[src/rtl/branch_resolve_controller.sv]
// Branch resolution controller: captures one branch, evaluates it the next cycle,
// redirects fetch and holds flush when taken. Optional statistics under BRANCH_STATS_EN.
module branch_resolve_controller #(
    parameter int FLUSH_CYCLES = 2
) (
    input  logic        clk,
    input  logic        reset,
    input  logic        br_valid,
    output logic        br_ready,
    input  logic [2:0]  funct3,
    input  logic [63:0] op_a,
    input  logic [63:0] op_b,
    input  logic [63:0] pc,
    input  logic [63:0] imm,
    output logic        result_valid,
    output logic        taken,
    output logic        illegal,
    output logic        redirect_valid,
    output logic [63:0] redirect_pc,
    output logic        flush,
    output logic        stall,
    output logic [31:0] br_count,
    output logic [31:0] taken_count
);
    typedef enum logic [1:0] {IDLE, EVAL, FLUSH} state_t;

    localparam logic [3:0] FLUSH_LOAD = 4'(FLUSH_CYCLES - 1);

    state_t      state_q, state_d;
    logic [2:0]  funct3_q, funct3_d;
    logic [63:0] op_a_q, op_a_d;
    logic [63:0] op_b_q, op_b_d;
    logic [63:0] target_q, target_d;
    logic [3:0]  cnt_q, cnt_d;
    logic        cond;
    logic        bad_f3;

    always_comb begin
        cond   = 1'b0;
        bad_f3 = 1'b0;
        unique case (funct3_q)
            3'b000:  cond = (op_a_q == op_b_q);
            3'b001:  cond = (op_a_q != op_b_q);
            3'b100:  cond = ($signed(op_a_q) <  $signed(op_b_q));
            3'b101:  cond = ($signed(op_a_q) >= $signed(op_b_q));
            3'b110:  cond = (op_a_q <  op_b_q);
            3'b111:  cond = (op_a_q >= op_b_q);
            default: bad_f3 = 1'b1;
        endcase
    end

    always_comb begin
        state_d  = state_q;
        funct3_d = funct3_q;
        op_a_d   = op_a_q;
        op_b_d   = op_b_q;
        target_d = target_q;
        cnt_d    = cnt_q;
        unique case (state_q)
            IDLE: begin
                if (br_valid) begin
                    funct3_d = funct3;
                    op_a_d   = op_a;
                    op_b_d   = op_b;
                    target_d = (pc + imm) & ~64'd1;
                    state_d  = EVAL;
                end
            end
            EVAL: begin
                state_d = IDLE;
                // A single-cycle flush is fully covered by the EVAL cycle itself.
                if (cond && (FLUSH_CYCLES > 1)) begin
                    state_d = FLUSH;
                    cnt_d   = FLUSH_LOAD;
                end
            end
            FLUSH: begin
                cnt_d = cnt_q - 4'd1;
                if (cnt_d == 4'd0) begin
                    state_d = IDLE;
                end
            end
            default: begin
                state_d = IDLE;
                cnt_d   = 4'd0;
            end
        endcase
    end

    always_ff @(posedge clk) begin
        if (reset) begin
            state_q  <= IDLE;
            funct3_q <= 3'd0;
            op_a_q   <= 64'd0;
            op_b_q   <= 64'd0;
            target_q <= 64'd0;
            cnt_q    <= 4'd0;
        end else begin
            state_q  <= state_d;
            funct3_q <= funct3_d;
            op_a_q   <= op_a_d;
            op_b_q   <= op_b_d;
            target_q <= target_d;
            cnt_q    <= cnt_d;
        end
    end

    always_comb begin
        br_ready       = (state_q == IDLE);
        result_valid   = (state_q == EVAL);
        taken          = result_valid && cond;
        illegal        = result_valid && bad_f3;
        redirect_valid = taken;
        redirect_pc    = redirect_valid ? target_q : 64'd0;
        flush          = taken || (state_q == FLUSH);
        stall          = (state_q != IDLE);
    end

`ifdef BRANCH_STATS_EN
    logic [31:0] br_count_q, br_count_d;
    logic [31:0] taken_count_q, taken_count_d;

    always_comb begin
        br_count_d    = br_count_q;
        taken_count_d = taken_count_q;
        if (result_valid && (br_count_q != 32'hFFFF_FFFF)) begin
            br_count_d = br_count_q + 32'd1;
        end
        if (taken && (taken_count_q != 32'hFFFF_FFFF)) begin
            taken_count_d = taken_count_q + 32'd1;
        end
    end

    always_ff @(posedge clk) begin
        if (reset) begin
            br_count_q    <= 32'd0;
            taken_count_q <= 32'd0;
        end else begin
            br_count_q    <= br_count_d;
            taken_count_q <= taken_count_d;
        end
    end

    assign br_count    = br_count_q;
    assign taken_count = taken_count_q;
`else
    assign br_count    = 32'd0;
    assign taken_count = 32'd0;
`endif
endmodule

[config.mk]
export PLATFORM = sky130hd
export DESIGN_NAME = branch_resolve_controller
export DESIGN_NICKNAME = d
export VERILOG_FILES = /design/src/rtl/branch_resolve_controller.sv
export SDC_FILE = /design/constraint.sdc
export NUM_CORES = 1
export LEC_CHECK = 0
export BUFFER_PORTS_ARGS = -buffer_cell sky130_fd_sc_hd__buf_2
export CORE_ASPECT_RATIO = 0.75
export CORE_MARGIN = 8
export CORE_UTILIZATION = 48
export DETAILED_ROUTE_END_ITERATION = 8
export PLACE_DENSITY = 0.87
export SYNTH_ARGS = -nofsm -noshare
export SYNTH_HDL_FRONTEND = slang
export SYNTH_SLANG_ARGS = --single-unit
[constraint.sdc]
create_clock -name clk -period 3.83 [get_ports clk]
set_input_delay 0.766 -clock clk [delete_from_list [all_inputs] [get_ports clk]]
set_output_delay 0.766 -clock clk [all_outputs]
set_load 0.1 [all_outputs]
==> key figures <==
Status
  – Status: finished with violations
  – Violated checks: setup timing

Power
  – Seq pwr share: between 30 and 40%
  – Cell internal pwr: slightly below 0.004 W
  – PD cells: approximately 360 nW/um2
  – Static Leak: about 8.0 nW
  – Sw frac: a little under two fifths
  – Psw: about 0.0023 W
  – Clock network power share: approximately 28%
  – Gate power share: between 30% and 40%
  – Maximum vdd drop: approximately 290 uV

Place
  – Placed instance area: 16400 um2
  – Detail Placement HPWL: ~32000 um
  – Placer Congestion: 0.909
  – PortBufs: about 330

Global route
  – Initial antenna violation count: 6
  – Remaining global-route overflow: 0
  – Vias in the first global route: between 10000 and 15000
  – First-pass GRT wire length: a little under 70000 um
  – Largest net degree at the start of global routing: 147
  – Total GRT Usage: approximately 25%

Timing
  – Final Worst Setup Slack: -503 ps
  – Period minus WS final: approximately 4300 ps
  – Fmax: approximately 230 MHz
  – Final hold violation count: 0
  – Skew final: between 10 and 15 ps
  – Final Cycle Share: 113%
  – Hold WS: approximately 450 ps
  – Worst-Margin Slew: between 1000 and 1500 ps
  – Slew headroom: between 20% and 30%
  – Slew Viols, Final: 0
  – RSZ-0062 raised after global routing: true
  – Final Setup Violations: between 60 and 70

Synthesis
  – EDFF count, synth: 0
  – Seq cells post-synth: 200
  – Sequential area share after synthesis: 30.0%
  – Fraction of registers with async set/reset: 0%
  – Warnings from Yosys: 0
  – Post-Synthesis Cells: between 1500 and 2000
  – Synth unique cells: 80
  – Post-synthesis instance area: roughly 13000 um2
  – Ys flop type: dfxtp_1
  – Post-synthesis area per instance: about 7.5 um2

Drt
  – Iter 0 DRT Violations: around 1100
  – Via density: between 5 and 6
  – WL/cell: between 15 and 20 um
  – Drt first pass iters: 7
  – Drt drc: 0
  – Vias: 13800
  – Total wire length: around 44000 um
  – Final antenna-violating net count: 0

Clocking
  – TritonCTS clock tree: built
  – Hold-fix buffers, CTS: 0
  – CTS Buf Count: 17
  – Root Driver: clkbuf_16
  – Htree depth: 4
  – Clock latency at the later pin of the worst-skew pair: approximately 440 ps
  – Clock-pin slew of the registers on the worst-case setup and hold paths: roughly 80 ps
  – Sink Count: 200
  – Clk buf depth: 2

Finish
  – Fill cells: 2190
  – Design Area, Final: 17700 um2
  – # nets final: ~2500
  – Share of layout cells above drive strength 1: between 20% and 30%
  – Area grow syn2layout: 33.0%

Job
  – Max-Cap Viols: 0

Floorplanning
  – Core Area: ~28000 um2
  – DIE HEIGHT: ~160 um
  – Starting Density: between 40% and 50%
  – Top Ports: about 400
  – Site Rows: 53
  – Die area: ~33000 um2
  – Die width: 209 um

Hold path
  – HP Class: flip-flop to flip-flop

Setup path
  – Crit. End Element: output pin
  – Critical path arrival: 3570 ps
  – WS Path Type: flip-flop to output pin
  – Startpoint Class: flip-flop
  – Crit path max fanout: 6
  – WP data required: 3060 ps
## critical path, stage by stage, from the launching register on
cell and delay (ps):
dfxtp_2 340, inv_2 40, ha_4 260, nand4_1 140
buf_4 160, buf_4 120, inv_1 70, a211oi_2 80
o31ai_1 370, a211oi_2 90, buf_4 180, and3_1 150
nor3_2 160, nand2_2 110, nor2_4 130, buf_6 120
buf_8 130, clkbuf_16 160, and2_4 150, buf_12 170
## area by class of cell
class,instances,area [um2],share of cell area (%)
antenna,7,17.5,0.0987
clock buffer,17,425,2.40
clock inverter,13,143,0.804
inverter,87,328,1.85
multi-input combinational,1389,8760,49.4
sequential,200,4030,22.7
tap,357,447,2.52
timing repair buffer,424,3600,20.3
## power by group through the flow
stage / logic (W) / registers, W / clock network [W]
finish: 0.00216 / 0.00236 / 0.00180
global route: 0.00234 / 0.00237 / 0.00191
CTS: 0.00209 / 0.00235 / 0.00182
detailed placement: 0.00198 / 0.00239 / 0
global placement: 0.00192 / 0.00238 / 0
floorplan: 0.00151 / 0.00235 / 0
## placed cells by master (no fill, tap or decap), types with 20 or more instances in the layout
| cell type | instances |
|---|---|
| nand2_1 | 398 |
| dfxtp_1 | 179 |
| and2_4 | 64 |
| clkbuf_16 | 20 |
| buf_4 | 75 |
| dfxtp_2 | 21 |
| conb_1 | 65 |
| buf_12 | 72 |
| inv_1 | 78 |
| nand4_1 | 25 |
| a21oi_1 | 270 |
| a21o_1 | 47 |
| o21ai_0 | 33 |
| nand3_1 | 28 |
| xnor2_1 | 32 |
| ha_1 | 115 |
| nor2_1 | 51 |
| buf_2 | 264 |
## worst paths after layout
check | start | end | slack, ps | depth (start not counted)
max | op_b_q[54] | redirect_pc[62] | -500 | 19
min | target_q[39] | target_q[39] | 450 | 2
max reg2reg | op_b_q[54] | cnt_q[3] | 530 | 17
min reg2reg | target_q[39] | target_q[39] | 450 | 2
## cell usage after synthesis (all sizes together), types with 5 or more instances
master,instances,area [um2]
nor2,55,206
xor2,19,166
and4,7,63.8
and3,10,66.3
ha,131,1640
a31oi,13,81.3
or3,8,51.3
o31ai,8,65.1
o21a,8,60.1
clkbuf,71,287
nand3b,5,37.5
nor4,5,31.3
nand3,30,155
buf,89,672
nand2b,9,56.3
and2,68,427
dfxtp,200,4000
o21ai,48,251
o211ai,8,60.1
nor2b,13,81.3
a21o,47,353
inv,86,323
nand4,25,156
xnor2,32,280
a211oi,14,110
nand2,401,1510
a21oi,272,1360
o21bai,14,105
nor3,14,70.1
nor4b,5,43.8
## stage by stage
| step | util [%] | std cells | total power, W | setup TNS, ps | worst slack, ps |
|---|---|---|---|---|---|
| 2_1_floorplan | - | 1838 | 0.00386 | -2120 | -129 |
| 3_3_place_gp | 59.4 | 2430 | 0.00431 | -4900 | -190 |
| 3_5_place_dp | 59.4 | 2430 | 0.00437 | -7650 | -333 |
| 4_1_cts | 63.6 | 2482 | 0.00626 | -29040 | -497 |
| 5_1_grt | 64.2 | 2493 | 0.00662 | -40330 | -643 |
| 6_report | 64.2 | 2494 | 0.00631 | -30450 | -503 |
## repair_timing
item	4_1_cts	5_1_grt
cloned	5	3
pin swaps	23	19
setup buffers	18	3
resized for setup	97	15
endpoints found under the setup margin	66	70
## registers in the layout, summed over array words and instances (netlist names)
register / cells
op_b_q: 64
funct3_q: 3
op_a_q: 64
target_q: 63
state_q: 2
cnt_q: 4
## kinds of logic (layout without fill, tap and decap cells)
| kind of cell | after synthesis | count (layout) | share of synthesized area (%) |
|---|---|---|---|
| fa+ha+maj | 132 | 132 | 12.4 |
| mux | 4 | 4 | 0.300 |
| buf+inv | 249 | 541 | 9.79 |
| other cells | 1 | 72 | 0.0281 |
| simple gates | 666 | 666 | 22.8 |
| xor+xnor | 51 | 51 | 3.35 |
| compound gates | 471 | 471 | 21.3 |
| flops | 200 | 200 | 30.0 |
## per-layer routing
layer | GRT usage, % | part of all wire, % | up-vias
li1 | - | - | 6620
met1 | 30.9 | 42 | 6501
met2 | 42.6 | 48 | 627
met3 | 4.97 | 6.5 | 88
met4 | 8.40 | 2.8 | 0
met5 | 0 | 0 | -
Note: power is estimated with default switching activity, not from simulation.
